File: src/rtl/axi_m3_rd_firewall.sv
// Read-channel access firewall for AXI master 3.
// Legal AR requests (S1, S5, S6 windows) pass straight through to the NOC.
// Everything else is absorbed here and answered with a locally generated
// DECERR burst. The DECERR burst is held back until all earlier legal
// reads have returned, which keeps per-ID ordering intact.
module axi_m3_rd_firewall #(
  parameter logic [1:0]  MASTER_IDX      = 2'd3,
  parameter int          MAX_OUTSTANDING = 8,
  parameter logic [31:0] ERR_RDATA       = 32'hDEAD_BEEF
) (
  input  logic        clk,
  input  logic        rst,
  input  logic [60:0] s_ar_pld,
  input  logic        s_ar_valid,
  output logic        s_ar_ready,
  output logic [40:0] s_r_pld,
  output logic        s_r_valid,
  input  logic        s_r_ready,
  output logic [60:0] m_ar_pld,
  output logic        m_ar_valid,
  input  logic        m_ar_ready,
  input  logic [40:0] m_r_pld,
  input  logic        m_r_valid,
  output logic        m_r_ready,
  output logic [15:0] err_count,
  output logic        err_pulse
);

  localparam int CNT_W = $clog2(MAX_OUTSTANDING + 1);
  localparam logic [CNT_W-1:0] CNT_MAX = CNT_W'(MAX_OUTSTANDING);

  typedef enum logic [1:0] {
    IDLE     = 2'd0,
    DRAIN    = 2'd1,
    ERR_DATA = 2'd2
  } state_t;

  state_t           state;
  state_t           state_nxt;
  logic [CNT_W-1:0] cnt;
  logic [3:0]       id_q;
  logic [3:0]       len_q;
  logic [3:0]       beat;

  logic [31:0] ar_addr;
  logic [3:0]  ar_id;
  logic [3:0]  ar_len;
  logic        ar_legal;
  logic        cnt_full;
  logic        ar_hs;
  logic        err_hs;
  logic        m_ar_hs;
  logic        m_r_last_hs;
  logic        err_last;
  logic        err_r_hs;

  // Inclusive address window test.
  function automatic logic in_window(input logic [31:0] a,
                                     input logic [31:0] lo,
                                     input logic [31:0] hi);
    return (a >= lo) && (a <= hi);
  endfunction

  // Saturating 16-bit increment; the error counter never wraps.
  function automatic logic [15:0] sat_inc16(input logic [15:0] v);
    return (v == 16'hFFFF) ? v : v + 16'd1;
  endfunction

  assign ar_addr = s_ar_pld[56:25];
  assign ar_id   = s_ar_pld[60:57];
  assign ar_len  = s_ar_pld[24:21];

  // Only the start address is checked; the burst end is deliberately ignored.
  assign ar_legal = in_window(ar_addr, 32'h0000_2000, 32'h0000_2FFF) ||
                    in_window(ar_addr, 32'h0000_A000, 32'h0000_AFFF) ||
                    in_window(ar_addr, 32'h0000_C000, 32'h0000_CFFF);

  assign cnt_full    = (cnt == CNT_MAX);
  assign ar_hs       = s_ar_valid && s_ar_ready;
  assign err_hs      = ar_hs && !ar_legal && (state == IDLE);
  assign m_ar_hs     = m_ar_valid && m_ar_ready;
  assign m_r_last_hs = m_r_valid && m_r_ready && m_r_pld[0];
  assign err_last    = (beat == len_q);
  assign err_r_hs    = (state == ERR_DATA) && s_r_ready;

  // Payload is forwarded unconditionally; m_ar_valid decides if it counts.
  assign m_ar_pld = s_ar_pld;

  // State register.
  always_ff @(posedge clk or posedge rst) begin
    if (rst) begin
      state <= IDLE;
    end else begin
      state <= state_nxt;
    end
  end

  // Next-state logic.
  always_comb begin
    state_nxt = state;
    case (state)
      IDLE: begin
        if (err_hs) begin
          state_nxt = DRAIN;
        end
      end
      DRAIN: begin
        // Wait for every earlier legal read to finish before answering.
        if (cnt == '0) begin
          state_nxt = ERR_DATA;
        end
      end
      ERR_DATA: begin
        if (err_r_hs && err_last) begin
          state_nxt = IDLE;
        end
      end
      default: state_nxt = IDLE;
    endcase
  end

  // Handshake outputs and R-channel mux; everything is held low in reset.
  always_comb begin
    s_ar_ready = 1'b0;
    m_ar_valid = 1'b0;
    s_r_valid  = m_r_valid;
    s_r_pld    = m_r_pld;
    m_r_ready  = s_r_ready;
    case (state)
      IDLE: begin
        if (!ar_legal) begin
          s_ar_ready = 1'b1;
        end else if (!cnt_full) begin
          s_ar_ready = m_ar_ready;
          m_ar_valid = s_ar_valid;
        end
      end
      ERR_DATA: begin
        s_r_valid = 1'b1;
        s_r_pld   = {MASTER_IDX, id_q, ERR_RDATA, 2'b11, err_last};
        m_r_ready = 1'b0;
      end
      default: begin
        s_ar_ready = 1'b0;
        m_ar_valid = 1'b0;
      end
    endcase
    if (rst) begin
      s_ar_ready = 1'b0;
      m_ar_valid = 1'b0;
      s_r_valid  = 1'b0;
      m_r_ready  = 1'b0;
    end
  end

  // Outstanding legal read counter; simultaneous inc/dec cancel, no underflow.
  always_ff @(posedge clk or posedge rst) begin
    if (rst) begin
      cnt <= '0;
    end else begin
      case ({m_ar_hs, m_r_last_hs})
        2'b10:   cnt <= cnt + 1'b1;
        2'b01:   cnt <= (cnt == '0) ? cnt : cnt - 1'b1;
        default: cnt <= cnt;
      endcase
    end
  end

  // Capture ID and length of the rejected request for the DECERR burst.
  always_ff @(posedge clk) begin
    if (err_hs) begin
      id_q  <= ar_id;
      len_q <= ar_len;
    end
  end

  // DECERR beat counter, cleared on the last beat.
  always_ff @(posedge clk or posedge rst) begin
    if (rst) begin
      beat <= '0;
    end else if (err_r_hs) begin
      beat <= err_last ? 4'd0 : beat + 4'd1;
    end
  end

  // Rejection statistics: saturating count and a one-cycle pulse per reject.
  always_ff @(posedge clk or posedge rst) begin
    if (rst) begin
      err_count <= '0;
      err_pulse <= 1'b0;
    end else begin
      err_pulse <= err_hs;
      if (err_hs) begin
        err_count <= sat_inc16(err_count);
      end
    end
  end

endmodule
File: config.mk
export PLATFORM = sky130hd
export DESIGN_NAME = axi_m3_rd_firewall
export DESIGN_NICKNAME = d
export VERILOG_FILES = /design/src/rtl/axi_m3_rd_firewall.sv
export SDC_FILE = /design/constraint.sdc
export NUM_CORES = 1
export LEC_CHECK = 0
export ABC_CLOCK_PERIOD_IN_PS = 8550
export BUFFER_PORTS_ARGS = -buffer_cell sky130_fd_sc_hd__clkbuf_2
export CORE_MARGIN = 2
export CORE_UTILIZATION = 35
export CTS_CLUSTER_SIZE = 12
export DETAILED_ROUTE_END_ITERATION = 12
export GPL_TIMING_DRIVEN = 0
export MAX_ROUTING_LAYER = met4
export PLACE_DENSITY = 0.73
export SETUP_SLACK_MARGIN = 0.05
export SYNTH_ARGS = -nofsm -noshare
export SYNTH_HDL_FRONTEND = slang
export SYNTH_SLANG_ARGS = --single-unit
export TNS_END_PERCENT = 30
File: constraint.sdc
create_clock -name clk -period 8.55 [get_ports clk]
set_input_delay 0.4275 -clock clk [delete_from_list [all_inputs] [get_ports clk]]
set_output_delay 0.4275 -clock clk [all_outputs]
set_load 0.1 [all_outputs]
==> flow_metrics.py, run 1 <==
metrics = {
    "clocking": {
        "holdBufCountCts": 0,
        "cts_tree": "built",
        "cts_buffer_depth": 2,
        "cts_root_buf": "clkbuf_8",
        "post-cts-setup-buffer-count": 0,
        "clk_latency_ps": 290,
        "cts_max_level": 2,
        "cts.sinks": 35,
        "post_cts_resized": 0,
        "clkSlewWorstSetupHoldPaths_ps": 80,
        "numCtsBuffers": 5,
    },
    "synthesis": {
        "synth.avg_cell_area_um2": 9.10,
        "syn_inst": 283,
        "ys_warn_count": 0,
        "synth.distinct_cells": 46,
        "synth-edff-count": 8,
        "yosysSeqAreaShare": 0.356,
        "ys.flop_type": "dfrtp_1",
        "async_reset_ff_frac": 0.771,
        "synth-seq-cells": 35,
        "synth_area_um2": 2580,
        "syn_nets": 396,
    },
    "power_and_ir_drop": {
        "power_density_nw_per_um2": 293,
        "max-vdd-ir-drop_v": 0.000292,
        "p_leak_nw": 2.15,
    },
    "layout": {
        "finalNetCount": 600,
        "antenna_cells": 0,
        "drive_gt1_frac": 0.564,
        "stdcell_count": 587,
        "n_fill_cell": 684,
        "syn2layout_area_growth_pct": 47.5,
    },
    "critical_path": {
        "critPathRequiredTime_ps": 8760,
        "worst-setup-path-type": "in -> reg",
        "startpoint_type": "input pin",
        "path_max_fanout": 29,
        "cp_data_arrival_time_ps": 3440,
        "end_kind": "flop",
    },
    "floorplanning": {
        "die_w_um": 89.8,
        "dieArea_um2": 8060,
        "core.rowCount": 31,
        "coreArea_um2": 7180,
        "io_pins": 231,
        "die_h_um": 89.8,
        "initial_utilization": 0.359,
    },
    "sta": {
        "period_minus_slack_ps": 3230,
        "rsz0062_at_grt": "false",
        "tightest_slew_ps": 1130,
        "finalHoldViolCount": 0,
        "period_share": 0.378,
        "fin_skew_ps": 12.1,
        "fmaxAchievable_mhz": 310,
        "finalSetupTns_ps": 0,
        "slew_headroom": 0.245,
        "setup_viol": 0,
        "drv_slew": 0,
    },
    "routing": {
        "drt_iter0_markers": 117,
        "wl_met1_um": 2990,
        "drt-vias-per-instance": 4.49,
        "wire_per_inst_um": 13.1,
        "met2_length_um": 4120,
        "wl_um": 7680,
        "met3WireLength_um": 459,
        "via_count": 2637,
        "final_antenna_net_count": 0,
        "first_pass_iters": 4,
        "highest_layer": "met4",
        "drc": 0,
    },
    "grt": {
        "first_global_vias": 2632,
        "track_usage": 0.197,
        "gr-total-overflow": 0,
        "grt_pass1_wl_um": 12700,
        "grt_antenna_before_repair": 0,
        "grt_max_degree": 30,
    },
    "status": {
        "status": "complete, no violations",
    },
    "place": {
        "place_congestion": 0.847,
        "dp_cells": 579,
        "port_buffers": 197,
        "dp_hpwl_um": 6420,
    },
    "run": {
        "cap_violations": 0,
    },
    "min_path": {
        "hold_path_class": "in -> reg",
    },
}
==> cell usage after synthesis, types with 2 or more instances <==
| master | number | area, um2 |
|---|---|---|
| nor2_1 | 12 | 45.0 |
| inv_1 | 9 | 33.8 |
| or2_1 | 2 | 12.5 |
| and2_1 | 9 | 56.3 |
| or4_1 | 2 | 15.0 |
| nor3b_1 | 2 | 15.0 |
| mux2i_1 | 2 | 20.0 |
| ha_1 | 4 | 50.1 |
| o22ai_1 | 2 | 12.5 |
| xnor2_1 | 3 | 26.3 |
| xor2_1 | 18 | 158 |
| nor3_1 | 9 | 45.0 |
| nand4_1 | 3 | 18.8 |
| o21ai_0 | 6 | 30.0 |
| nor4b_2 | 2 | 30.0 |
| nand3_1 | 11 | 55.1 |
| buf_4 | 61 | 458 |
| clkbuf_1 | 4 | 15.0 |
| dfrtp_1 | 27 | 676 |
| edfxtp_1 | 8 | 240 |
| a21oi_1 | 2 | 10.0 |
| nand2_1 | 24 | 90.1 |
| nor4_1 | 7 | 43.8 |
| nand2b_1 | 30 | 188 |
| and3_1 | 3 | 18.8 |
==> worst max-delay path, stage by stage <==
cell and delay [ps]:
clkbuf_2 120, inv_1 820, nand4_2 390, or2_1 380, inv_1 80, ha_1 260, a21oi_1 160, nand2_1 110
or4_1 400, o32ai_1 140, a31o_1 150
==> sequential cells by signal, indices dropped and copies added, names as in the netlist <==
name	flops
len_q	4
beat	4
id_q	4
cnt	4
state	2
err_count	16
err_pulse	1
==> metal layers <==
metal / vias to the layer above / track usage
li1: 1305 / -
met1: 1211 / 0.220
met2: 111 / 0.354
met3: 10 / 0.0427
met4: 0 / 0.0577
met5: - / -
==> placed cells by master, fill, tap and decap left out, types with 2 or more instances in the layout <==
cell type  synthesis  routed
o21ai_0            6       6
a21oi_1            2       2
buf_4             61      61
clkbuf_2           0     197
dfrtp_1           27      27
nand4_1            3       3
mux2i_1            2       2
clkbuf_8           0       5
or4_1              2       2
xnor2_1            3       3
xor2_1            18      18
ha_1               4       4
nor3_1             9       9
clkbuf_1           4       4
nor4_1             7       7
o22ai_1            2       2
inv_1              9       9
nor3b_1            2       2
and2_1             9       9
nor4b_2            2       2
nand2_1           24      24
and3_1             3       3
edfxtp_1           8       8
nor2_1            12      12
nand2b_1          30      30
nand3_1           11      11
or2_1              2       2
==> power by group <==
part / total, mW / internal [mW] / leakage [nW] / switching [mW]
Sequential: 0.254 / 0.210 / 0.420 / 0.0447
Clock: 0.147 / 0.0868 / 0.0581 / 0.0602
Combinational: 0.713 / 0.127 / 1.67 / 0.586
Total: 1.11 / 0.423 / 2.15 / 0.691
==> stage by stage <==
stage / hold WS [ps] / util / instance area (um2) / total power [mW] / setup WS [ps]
floorplan: 465 / - / 2580 / 0.853 / 2350
finish: 328 / 0.529 / 3800 / 1.11 / 5320
detailed placement: 486 / 0.514 / 3690 / 0.972 / 4970
global route: 308 / 0.529 / 3800 / 1.17 / 4930
global placement: 480 / 0.514 / 3690 / 0.963 / 5030
CTS: 324 / 0.529 / 3800 / 1.12 / 5220
==> final cells by class <==
cell class                 instances  area, um2  share of cell area
buffer                            65        473               0.125
inverter                           9       33.8             0.00889
multi-input combinational        174       1150               0.304
clock inverter                     3       43.8              0.0115
timing repair buffer             197        986               0.260
tap                               99        124              0.0326
clock buffer                       5       68.8              0.0181
sequential                        35        916               0.241
==> cells by family (layout without fill, tap and decap cells) <==
logic type,Yosys count,after routing,synth area share
compound gates,18,18,0.0461
simple gates,127,127,0.291
fa+ha+maj,5,5,0.0272
mux,3,3,0.0121
buf+inv,74,279,0.197
xor+xnor,21,21,0.0714
flops,35,35,0.356
==> worst paths after layout <==
| check | from | endpoint | slack [ps] | cells after the start |
|---|---|---|---|---|
| worst max register to register | state[1] | cnt[3] | 5520 | 10 |
| max in group asynchronous | rst | err_count[9] | 7390 | 2 |
| worst max-delay path | rst | cnt[3] | 5320 | 11 |
| min in group asynchronous | rst | beat[2] | 470 | 2 |
| worst min register to register | err_count[7] | err_count[7] | 500 | 1 |
| worst min-delay path | s_ar_pld[60] | id_q[3] | 330 | 1 |
No activity file was read; power rests on OpenSTA's default activity.
==> run 2: changes to the inputs <==
Settings changed: ABC_AREA set to 1, ABC_CLOCK_PERIOD_IN_PS 8550 to 2700, PLACE_DENSITY 0.73 to 0.74.
Clock period 8.55 ns to 2.7 ns, I/O delays scaled along.
==> run 2 against run 1 <==
Net effect: worst hold slack worse by 280 ps; clock-buffer cell count is 2 higher; cell area is 5.6% higher; core utilization is 0.77 points lower; power grew to 3.6 times the previous value; register-to-register slack worse by 5200 ps; global-route usage is 2.0 points higher; via count is 11% higher; clock skew is 8.9 ps lower; combinational power grew to 3.9 times the previous value; flip-flop and latch count stayed put; critical path type unchanged; largest power group unchanged.
==> flow_metrics.py, run 2 <==
metrics = {
    "floorplanning": {
        "coreArea_um2": 7690,
        "die_w_um": 92.9,
        "dieArea_um2": 8630,
        "die_h_um": 92.9,
        "core.rowCount": 32,
        "io_pins": 231,
        "initial_utilization": 0.360,
    },
    "grt": {
        "top_usage_layer": "met2",
        "first_global_vias": 2822,
        "grt_max_degree": 28,
        "use_met3": 0.0496,
        "met2_usage": 0.367,
        "grt_pass1_wl_um": 14200,
        "grt_antenna_before_repair": 0,
        "track_usage": 0.217,
        "gr-total-overflow": 0,
        "use_met1": 0.266,
    },
    "place": {
        "dp_slack_ps": -487,
        "port_buffers": 197,
        "place_congestion": 0.865,
        "dp_hpwl_um": 8110,
    },
    "critical_path": {
        "r2r_cells": 14,
        "end_kind": "flop",
        "r2r-start": "state[0]",
        "path_max_fanout": 3,
        "r2r_setup_slack_ps": 340,
        "reg2reg_to": "cnt[3]",
        "worst-setup-path-type": "in -> reg",
        "critPathRequiredTime_ps": 2880,
        "cp_data_arrival_time_ps": 2600,
        "crit_end": "cnt[3]",
        "startpoint": "rst",
        "startpoint_type": "input pin",
    },
    "synthesis": {
        "synth-edff-count": 8,
        "ys.flop_type": "dfrtp_1",
        "synth-seq-cells": 35,
        "yosys-top-cells-area": "dfrtp_1, buf_4, edfxtp_1",
        "ys_warn_count": 0,
        "synth.distinct_cells": 34,
        "syn_nets": 464,
        "yosysSeqAreaShare": 0.331,
        "synth_area_leader_cell": "dfrtp_1",
        "synthTopCellsByCount": "buf_4, nand2_1, nor2_1, inv_1, or2_2",
        "syn_inst": 351,
        "async_reset_ff_frac": 0.771,
        "synth.avg_cell_area_um2": 7.88,
        "yosysTopAreaCellShare": 0.244,
        "synth_area_um2": 2770,
    },
    "power_and_ir_drop": {
        "total_power_mw": 3.96,
        "power_density_nw_per_um2": 987,
        "p_leak_nw": 2.24,
        "netSwitchingPower_mw": 2.58,
        "p_int_mw": 1.38,
        "max-vdd-ir-drop_v": 0.000935,
        "pwr-share-comb": 0.702,
        "swShare": 0.652,
        "pwr-share-seq": 0.206,
        "clkPwrFrac": 0.092,
    },
    "sta": {
        "finalSetupTns_ps": 0,
        "period_minus_slack_ps": 2430,
        "setup_viol": 0,
        "slew_headroom": 0.613,
        "drv_slew": 0,
        "finalHoldViolCount": 0,
        "hold_ws_ps": 44.4,
        "fin_ws_ps": 274,
        "tightest_slew_ps": 583,
        "fmaxAchievable_mhz": 412,
        "period_share": 0.898,
        "rsz0062_at_grt": "false",
        "fin_skew_ps": 3.22,
    },
    "layout": {
        "antenna_cells": 0,
        "layout_common_cells": "clkbuf_2, buf_4, nand2_1",
        "utilization": 0.522,
        "drive_gt1_frac": 0.586,
        "top_register": "err_count",
        "final_common_cell": "clkbuf_2",
        "finalNetCount": 670,
        "largest_reg_flops": 16,
        "syn2layout_area_growth_pct": 45.0,
    },
    "clocking": {
        "cts_root_buf": "clkbuf_8",
        "cts_max_level": 2,
        "cts_tree": "built",
        "post-cts-setup-buffer-count": 0,
        "cts.sinks": 35,
        "cts_buffer_depth": 2,
        "clkSlewWorstSetupHoldPaths_ps": 70,
        "numCtsBuffers": 5,
        "clk_latency_ps": 280,
    },
    "routing": {
        "drc": 0,
        "wire_per_inst_um": 14.3,
        "via_count": 2927,
        "wl_um": 9430,
        "final_antenna_net_count": 0,
        "drt_iter0_markers": 103,
        "first_pass_iters": 5,
        "drt-vias-per-instance": 4.43,
    },
    "status": {
        "status": "complete, no violations",
    },
    "run": {
        "cap_violations": 0,
    },
    "min_path": {
        "hold_path_class": "in -> reg",
    },
}
-- run 2: layout make-up --
type / count / area [um2]
buffer: 67 / 495
clock buffer: 7 / 76.3
clock inverter: 1 / 5.00
fill: 762 / 3680
inverter: 36 / 145
multi-input combinational: 213 / 1230
sequential: 35 / 916
tap: 102 / 128
timing repair buffer: 199 / 1020
-- run 2: through the flow --
stage	std cells	area, um2
2_1_floorplan	351	2770
3_3_place_gp	650	3880
3_5_place_dp	650	3880
4_1_cts	660	4000
5_1_grt	660	4010
6_report	660	4010
-- run 2: how the worst min path moves through the flow --
stage / startpoint / endpoint / cells after the start / slack (ps)
final: s_ar_pld[60] / id_q[3] / 1 / 40
after global routing: s_ar_pld[57] / id_q[0] / 1 / 30
after floorplan: rst / beat[0] / 1 / 200
after CTS: s_ar_pld[60] / id_q[3] / 1 / 40
after global placement: s_ar_pld[60] / id_q[3] / 1 / 330
after detailed placement: s_ar_pld[60] / id_q[3] / 1 / 330
-- run 2: metal layers --
metal | share of wire | routed length, um
met4 | 0.012 | 114
met3 | 0.090 | 851
met5 | 0 | 0
met2 | 0.49 | 4620
met1 | 0.41 | 3850
-- run 2: worst max-delay path, cell delays in order --
cell           delay (ps)
dlygate4sd3_1         540
clkbuf_2              150
clkinvlp_4            120
nand3_1               150
nor2_2                160
nand3_1               160
nand2_2               120
inv_1                  60
ha_1                  330
nand2_1                90
nor2_1                 50
a211oi_2              180
nand3b_1              170
nand3_1                90
nand2_1                60
nand2_1                40
-- run 2: logic make-up (layout without fill, tap and decap cells) --
| family | after synthesis | in the layout | synth area share |
|---|---|---|---|
| AND/OR/NAND/NOR | 168 | 168 | 0.299 |
| buffers and inverters | 103 | 310 | 0.230 |
| flip-flops | 35 | 35 | 0.331 |
| XOR/XNOR | 23 | 23 | 0.0755 |
| AO/OA/AOI/OAI | 17 | 17 | 0.0389 |
| adder cells (fa/ha/maj) | 5 | 5 | 0.0253 |
-- run 2: repair_timing --
item                       in CTS  in global routing
setup endpoints to repair       1                  1
hold endpoints to repair       27                  0
gates resized for setup         1                  3
hold buffers                    2                  0
-- run 2: power groups by stage --
stage / registers (mW) / logic [mW] / clock network, mW
finish: 0.818 / 2.78 / 0.362
global route: 0.839 / 2.91 / 0.395
CTS: 0.819 / 2.79 / 0.369
detailed placement: 0.826 / 2.78 / 0
global placement: 0.823 / 2.74 / 0
floorplan: 1.28 / 1.86 / 0
==> run 3: changes to the inputs <==
Settings changed: HOLD_SLACK_MARGIN set to 0.05.
==> run 3 against run 2 <==
Net effect: clock-buffer cell count stayed put; core utilization up 0.91 points; sequential share of layout area decreased by 0.39 points; first-iteration DRC count shrank 9.7%; sequential power about the same; cell area up 1.7%; largest cell class unchanged.
==> flow_metrics.py, run 3 (same netlist as run 2, synthesis figures left out) <==
metrics = {
    "critical_path": {
        "cp_num_cells": 16,
        "critPathMaxStageDelay_ps": 530,
        "r2r_setup_slack_ps": 320,
        "cp_data_arrival_time_ps": 2600,
        "crit_chain": "dlygate4sd3_1, clkbuf_2, clkinvlp_4, nand3_1, nor2_2, nand3_1, nand2_2, inv_1, ha_1, nand2_1, nor2_1, a211oi_2, nand3b_1, nand3_1, nand2_1, nand2_1",
        "r2r_cells": 14,
        "cp.buffers_inverters": 4,
        "critPathRequiredTime_ps": 2880,
        "critPathTopFamily": "simple AND/OR/NAND/NOR gates",
        "path_max_fanout": 3,
        "worst-setup-path-type": "in -> reg",
        "end_kind": "flop",
        "crit_slowest_cell": "dlygate4sd3_1",
        "startpoint_type": "input pin",
        "r2r-start": "state[0]",
        "reg2reg_to": "cnt[3]",
    },
    "layout": {
        "post-route-cell-area_um2": 4080,
        "finalNetCount": 677,
        "seq_area_um2": 916,
        "layout_common_cells": "clkbuf_2, buf_4, nand2_1",
        "top_register": "err_count",
        "drive_gt1_frac": 0.579,
        "antenna_cells": 0,
        "final_common_cell": "clkbuf_2",
        "multiInputGateArea_um2": 1230,
        "largest_reg_flops": 16,
        "syn2layout_area_growth_pct": 47.5,
        "n_fill_cell": 754,
    },
    "grt": {
        "grt_pass1_wl_um": 14300,
        "first_global_vias": 2859,
        "gr-total-overflow": 0,
        "track_usage": 0.218,
        "grt_antenna_before_repair": 0,
        "grt_max_degree": 28,
    },
    "routing": {
        "drt_iter0_markers": 93,
        "first_pass_iters": 4,
        "final_antenna_net_count": 0,
        "wl_um": 9570,
        "drc": 0,
        "wire_per_inst_um": 14.4,
        "drt-vias-per-instance": 4.47,
        "via_count": 2979,
    },
    "sta": {
        "drv_slew": 0,
        "period_share": 0.898,
        "slew_headroom": 0.612,
        "period_minus_slack_ps": 2430,
        "setup_viol": 0,
        "finalHoldViolCount": 0,
        "fmaxAchievable_mhz": 412,
        "rsz0062_at_grt": "false",
        "fin_skew_ps": 3.66,
        "tightest_slew_ps": 584,
    },
    "power_and_ir_drop": {
        "p_leak_nw": 2.27,
        "total_power_mw": 3.97,
        "max-vdd-ir-drop_v": 0.000935,
        "power_density_nw_per_um2": 973,
    },
    "place": {
        "dpl_cell_area_um2": 3880,
        "port_buffers": 197,
        "place_congestion": 0.865,
        "dp_hpwl_um": 8110,
    },
    "floorplanning": {
        "dieArea_um2": 8630,
        "initial_utilization": 0.360,
        "coreArea_um2": 7690,
        "io_pins": 231,
        "die_w_um": 92.9,
        "die_h_um": 92.9,
        "core.rowCount": 32,
    },
    "min_path": {
        "min_to": "len_q[1]",
        "hold_path_class": "in -> reg",
        "worstHoldPathCells": 1,
        "min_from": "s_ar_pld[22]",
    },
    "clocking": {
        "cts_max_level": 2,
        "clk_latency_ps": 280,
        "clkSlewWorstSetupHoldPaths_ps": 70,
        "cts_root_buf": "clkbuf_8",
        "post-cts-setup-buffer-count": 0,
        "cts.sinks": 35,
        "cts_buffer_depth": 2,
        "numCtsBuffers": 5,
        "cts_tree": "built",
    },
    "run": {
        "cap_violations": 0,
    },
    "status": {
        "status": "complete, no violations",
    },
}
run 3: cell types whose count changed in the layout (fill, tap and decap cells not counted), sizes merged:
cell         change
dlygate4sd3      +7
run 3: cell type report:
class	count	share of cell area
clock inverter	1	0.00123
tap	102	0.0313
timing repair buffer	206	0.266
buffer	67	0.121
multi-input combinational	213	0.301
inverter	36	0.0356
sequential	35	0.224
clock buffer	7	0.0187
run 3: worst max-delay path by stage:
| stage | start | endpoint |
|---|---|---|
| floorplan | state[1] | cnt[3] |
| global placement | rst | cnt[3] |
| detailed placement | rst | cnt[3] |
| CTS | rst | cnt[3] |
| global route | rst | cnt[3] |
| finish | rst | cnt[3] |
run 3: stage by stage:
step                cells  utilization  setup TNS [ps]  hold WS, ps  setup WS (ps)
CTS                   664        0.526               0         50.8            171
floorplan             351            -            -948          205           -475
finish                667        0.531               0         71.5            274
detailed placement    650        0.505            -487          335           -487
global placement      650        0.505            -316          335           -316
global route          667        0.531               0         58.1           69.7
run 3: repair_timing:
action / 4_1_cts / 5_1_grt
hold buffers: 6 / 3
setup endpoints to repair: 1 / 1
endpoints found under the hold margin: 31 / 3
gates resized for setup: 1 / 3
pin swaps: 0 / 0
gates cloned: 0 / 0
run 3: routing by layer:
metal  global-route usage  vias up  routed length [um]
met2                0.371      132                4760
met5                    -        -                   0
li1                     -     1463                   -
met3               0.0496        9                 815
met4               0.0453        0                  95
met1                0.266     1375                3900
run 3: power by group:
group	leakage, nW	switching [mW]	internal (mW)
Sequential	0.422	0.133	0.685
Clock	0.0422	0.183	0.181
Combinational	1.81	2.27	0.519
